===== src/rtl/uart_tx_ctrl.sv =====
// UART transmit controller: frames a DATA_W-bit word as start, data (LSB
// first), optional parity and one or two stop bits, pacing every bit with
// OSR pulses of the oversample tick.
// Ports:
//   clk_i, reset_i          clock, synchronous active-high reset
//   osr_tick_i              oversample tick pulse from the baud generator
//   baud_en_o               runs the baud generator while a frame is active
//   tx_data_i, tx_valid_i   word to send and its valid strobe
//   tx_ready_o              high while idle and able to accept a word
//   parity_en_i/odd_i       parity append / odd (1) or even (0) parity
//   stop2_i                 two stop bits when high
//   tx_o                    serial line, idle high
//   busy_o, done_o          frame in progress / one-cycle completion pulse
module uart_tx_ctrl #(
    parameter int unsigned DATA_W = 8,
    parameter int unsigned OSR    = 16
) (
    input  logic              clk_i,
    input  logic              reset_i,
    input  logic              osr_tick_i,
    output logic              baud_en_o,
    input  logic [DATA_W-1:0] tx_data_i,
    input  logic              tx_valid_i,
    output logic              tx_ready_o,
    input  logic              parity_en_i,
    input  logic              parity_odd_i,
    input  logic              stop2_i,
    output logic              tx_o,
    output logic              busy_o,
    output logic              done_o
);

    localparam int unsigned CNT_W = $clog2(OSR);
    localparam int unsigned IDX_W = $clog2(DATA_W);

    localparam logic [CNT_W-1:0] TICK_LAST = CNT_W'(OSR - 1);
    localparam logic [IDX_W-1:0] IDX_LAST  = IDX_W'(DATA_W - 1);

    localparam logic [2:0] S_IDLE   = 3'd0;
    localparam logic [2:0] S_START  = 3'd1;
    localparam logic [2:0] S_DATA   = 3'd2;
    localparam logic [2:0] S_PARITY = 3'd3;
    localparam logic [2:0] S_STOP   = 3'd4;

    logic [2:0]        state_q,    state_d;
    logic [CNT_W-1:0]  tick_q,     tick_d;
    logic [IDX_W-1:0]  idx_q,      idx_d;
    logic [DATA_W-1:0] shift_q,    shift_d;
    logic              par_en_q,   par_en_d;
    logic              par_bit_q,  par_bit_d;
    logic              stop2_q,    stop2_d;
    logic              stop_sec_q, stop_sec_d;
    logic              tx_q,       tx_d;
    logic              done_q,     done_d;
    logic              busy_q,     busy_d;
    logic              ready_q,    ready_d;
    logic              bit_end;

    // Next-state and next-output logic
    always_comb begin
        state_d    = state_q;
        tick_d     = tick_q;
        idx_d      = idx_q;
        shift_d    = shift_q;
        par_en_d   = par_en_q;
        par_bit_d  = par_bit_q;
        stop2_d    = stop2_q;
        stop_sec_d = stop_sec_q;
        tx_d       = tx_q;
        done_d     = 1'b0;

        bit_end = osr_tick_i && (tick_q == TICK_LAST);

        if ((state_q != S_IDLE) && osr_tick_i) begin
            tick_d = bit_end ? '0 : tick_q + CNT_W'(1);
        end

        case (state_q)
            S_IDLE: begin
                tx_d = 1'b1;
                if (tx_valid_i) begin
                    shift_d    = tx_data_i;
                    par_en_d   = parity_en_i;
                    // Parity value is resolved once at accept time
                    par_bit_d  = (^tx_data_i) ^ parity_odd_i;
                    stop2_d    = stop2_i;
                    tick_d     = '0;
                    idx_d      = '0;
                    stop_sec_d = 1'b0;
                    tx_d       = 1'b0;
                    state_d    = S_START;
                end
            end
            S_START: begin
                if (bit_end) begin
                    state_d = S_DATA;
                    idx_d   = '0;
                    tx_d    = shift_q[0];
                    shift_d = shift_q >> 1;
                end
            end
            S_DATA: begin
                if (bit_end) begin
                    if (idx_q == IDX_LAST) begin
                        if (par_en_q) begin
                            state_d = S_PARITY;
                            tx_d    = par_bit_q;
                        end else begin
                            state_d = S_STOP;
                            tx_d    = 1'b1;
                        end
                    end else begin
                        idx_d   = idx_q + IDX_W'(1);
                        tx_d    = shift_q[0];
                        shift_d = shift_q >> 1;
                    end
                end
            end
            S_PARITY: begin
                if (bit_end) begin
                    state_d = S_STOP;
                    tx_d    = 1'b1;
                end
            end
            S_STOP: begin
                if (bit_end) begin
                    if (stop2_q && !stop_sec_q) begin
                        stop_sec_d = 1'b1;
                    end else begin
                        state_d = S_IDLE;
                        done_d  = 1'b1;
                    end
                    tx_d = 1'b1;
                end
            end
            default: begin
                state_d = S_IDLE;
                tx_d    = 1'b1;
            end
        endcase

        busy_d  = (state_d != S_IDLE);
        ready_d = (state_d == S_IDLE);
    end

    // State and output registers
    always_ff @(posedge clk_i) begin
        if (reset_i) begin
            state_q    <= S_IDLE;
            tick_q     <= '0;
            idx_q      <= '0;
            shift_q    <= '0;
            par_en_q   <= 1'b0;
            par_bit_q  <= 1'b0;
            stop2_q    <= 1'b0;
            stop_sec_q <= 1'b0;
            tx_q       <= 1'b1;
            done_q     <= 1'b0;
            busy_q     <= 1'b0;
            ready_q    <= 1'b1;
        end else begin
            state_q    <= state_d;
            tick_q     <= tick_d;
            idx_q      <= idx_d;
            shift_q    <= shift_d;
            par_en_q   <= par_en_d;
            par_bit_q  <= par_bit_d;
            stop2_q    <= stop2_d;
            stop_sec_q <= stop_sec_d;
            tx_q       <= tx_d;
            done_q     <= done_d;
            busy_q     <= busy_d;
            ready_q    <= ready_d;
        end
    end

    assign tx_o       = tx_q;
    assign done_o     = done_q;
    assign busy_o     = busy_q;
    assign baud_en_o  = busy_q;
    assign tx_ready_o = ready_q;

endmodule


===== config.mk =====
export PLATFORM = sky130hd
export DESIGN_NAME = uart_tx_ctrl
export DESIGN_NICKNAME = d
export VERILOG_FILES = /design/src/rtl/uart_tx_ctrl.sv
export SDC_FILE = /design/constraint.sdc
export NUM_CORES = 1
export LEC_CHECK = 0
export CAP_MARGIN = 10
export CORE_UTILIZATION = 50
export DETAILED_ROUTE_END_ITERATION = 10
export PLACE_DENSITY_LB_ADDON = 0.12
export SETUP_SLACK_MARGIN = 0.4
export SYNTH_ARGS = -nofsm -noshare
export SYNTH_HDL_FRONTEND = slang
export SYNTH_SLANG_ARGS = --single-unit

===== constraint.sdc =====
create_clock -name clk_i -period 5.05 [get_ports clk_i]
set_clock_uncertainty 0.2 [all_clocks]
set_input_delay 1.01 -clock clk_i [delete_from_list [all_inputs] [get_ports clk_i]]
set_output_delay 1.01 -clock clk_i [all_outputs]
set_load 0.05 [all_outputs]

==> qor.csv <==
metric,value,unit
syn_avg_cell_area,8.63,sq um
grt_max_degree,30,
final_cell_mix,"26 x dfxtp_1, 19 x a21oi_1, 19 x clkdlybuf4s50_1",
ys_seq_elements,26,
first_pass_iters,7,
synth_cells,182,
antenna_cells,0,
synth_edf_count,0,
port_buffers,19,
min_period,2.84,ns
clk_path_buf_depth,2,
report.final.slew_viol_count,0,
p_sw,0.000111,W
netlist_area,0.00157,sq mm
synth_top_cell_area_share,0.331,
dp_hpwl,2390,um
max-cap-violations,0,
nNetsFinal,204,
antenna_left,0,
p_leak,0.587,nW
hold_ws,0.300,ns
synth.area.top_cells,"dfxtp_1 33%, a21oi_1 6.1%, o211ai_1 5.3%, o221ai_1 3.9%, nor3b_1 3.3%",
cts_tree,yes,
fp-row-count,19,
crit_top_cell,a21oi_1,
routed_wl,3470,um
cts_root_buf,clkbuf_4,
status,"finished, violations left",
cp_max_fo,11,
drive_gt1_frac,0.0703,
critical_path_buf_inv_count,1,
drt-initial-drc-count,88,
power_frac_seq,0.501,
clock_sinks,26,
slowest_stage,a21oi_1,
crit_path_end_kind,register,
critPathLaunchType,primary input,
sw_frac_of_total,0.251,
cell_internal_pwr,0.000330,W
cpPeakStageDelay,0.67,ns
setup_tns,0,ns
clk_pin_slew,0.14,ns
max_freq,353,MHz
post_cts_buffers,0,
violations,DRC,
synth_flop_cell,dfxtp_1,
relSlewSlack,0.374,
fin_util,0.612,
cp_top_family,compound AO/OA/AOI/OAI gates,
hold_class,register to register,
grt_pass1_wl,5750,um
nFillCells,274,
synth_largest_area_cell,dfxtp_1,
numCtsBuffers,3,
finalCritPeriodShare,0.562,
clockPowerShare,0.326,
die_y,58.0,um
tightest_slew,0.937,ns
irDropWorstVdd,0.138,mV
clk_latency,0.33,ns
power.share.combinational,0.173,
htreeDepth,1,
crit_arrival,2.89,ns
setup_ws,2.21,ns
dp_slack,1.92,ns
antenna_found_initial,0,
drc,1,
rsz0062_at_grt,no,
crit_chain,clkdlybuf4s50_1 -> and4_1 -> a21oi_1 -> o211ai_1 -> a21oi_1,
power.density,250,mW/mm^2
worstPathRequired,5.10,ns
ys_seq_area_frac,0.331,
overflow,0,
hold_viol,0,
cts_resized,0,
synthArstFlopShare,0,
path_class,primary input to register,
post_drt_wl_per_cell,15.3,um
setup_viol,0,
p_total,0.000441,W
grt_use_total,0.221,
core,0.00288,sq mm
ys_types,49,
area_growth,12.1,%
gp_congestion,0.853,
ctsHoldBuffers,0,
final_common_cell,dfxtp_1,
die-area,0.00337,sq mm
vias,1406,
start_util,0.546,
syn_nets,200,
fp.dieW,58.0,um
grt_pass1_vias,1267,
yosys_warnings,0,
pin_count,20,
drt-vias-per-instance,6.19,
-- worst reg2reg max path: cells and delay by family, from the launching register on --
kind                   cells  cell delay [ns]
AND/OR/NAND/NOR            2             0.53
flip-flops                 1             0.96
AO/OA/AOI/OAI              1             0.20
buffers and inverters      1             0.45
-- cells in the mapped netlist (all sizes together) (5+ instances only) --
master  instances
a21oi          20
buf            13
clkbuf          7
dfxtp          26
inv             5
nand2           5
nor2           14
nor3b           7
o211ai         12
o21a            7
o221ai          7
-- power by group through the flow --
| stage | Combinational [W] | Clock [W] | Sequential, W |
|---|---|---|---|
| after floorplan | 0.0000512 | 0 | 0.000227 |
| after global placement | 0.0000740 | 0 | 0.000225 |
| after detailed placement | 0.0000761 | 0 | 0.000225 |
| after CTS | 0.0000764 | 0.000146 | 0.000221 |
| after global routing | 0.0000831 | 0.000151 | 0.000222 |
| final | 0.0000764 | 0.000144 | 0.000221 |
-- registers in the layout, summed over array words and instances, names as in the netlist --
signal,cells
baud_en_o,1
done_o,1
idx_q,3
par_bit_q,1
par_en_q,1
shift_q,8
state_q,3
stop2_q,1
stop_sec_q,1
tick_q,4
tx_o,1
tx_ready_o,1
-- through the flow --
step	std cells	cell area [sq um]
detailed placement	223	1710
global placement	223	1710
global route	227	1760
CTS	227	1760
finish	227	1760
floorplan	182	1570
-- final cells by class --
cell class,instances,area [sq um],share of cell area
timing repair buffer,19,190,0.108
sequential,26,520,0.296
tap,42,52.6,0.0299
multi-input combinational,131,926,0.526
clock buffer,3,22.5,0.0128
inverter,5,18.8,0.0107
clock inverter,1,30.0,0.0171
-- worst paths after layout --
kind / startpoint / end / slack, ns / cells after the start
worst max-delay path: osr_tick_i / shift_q[6] / 2.21 / 5
worst min-delay path: shift_q[3] / shift_q[3] / 0.30 / 2
worst min register to register: shift_q[3] / shift_q[3] / 0.30 / 2
worst max register to register: state_q[2] / tick_q[3] / 2.62 / 4
-- cell families (layout without fill, tap and decap cells) --
kind of cell,Yosys count,after routing,synth area share
AO/OA/AOI/OAI,65,65,0.295
XOR/XNOR,7,7,0.0526
adder cells (fa/ha/maj),3,3,0.0239
buffers and inverters,25,28,0.0789
flip-flops,26,26,0.331
multiplexers,3,3,0.0191
AND/OR/NAND/NOR,53,53,0.199
-- per-layer routing --
layer	wire [um]	track usage	up-vias
met5	0	0	-
met3	169	0.0201	9
met4	73	0.116	0
met1	1720	0.323	657
met2	1510	0.320	48
li1	-	-	692
Note: power is estimated with default switching activity, not from simulation.
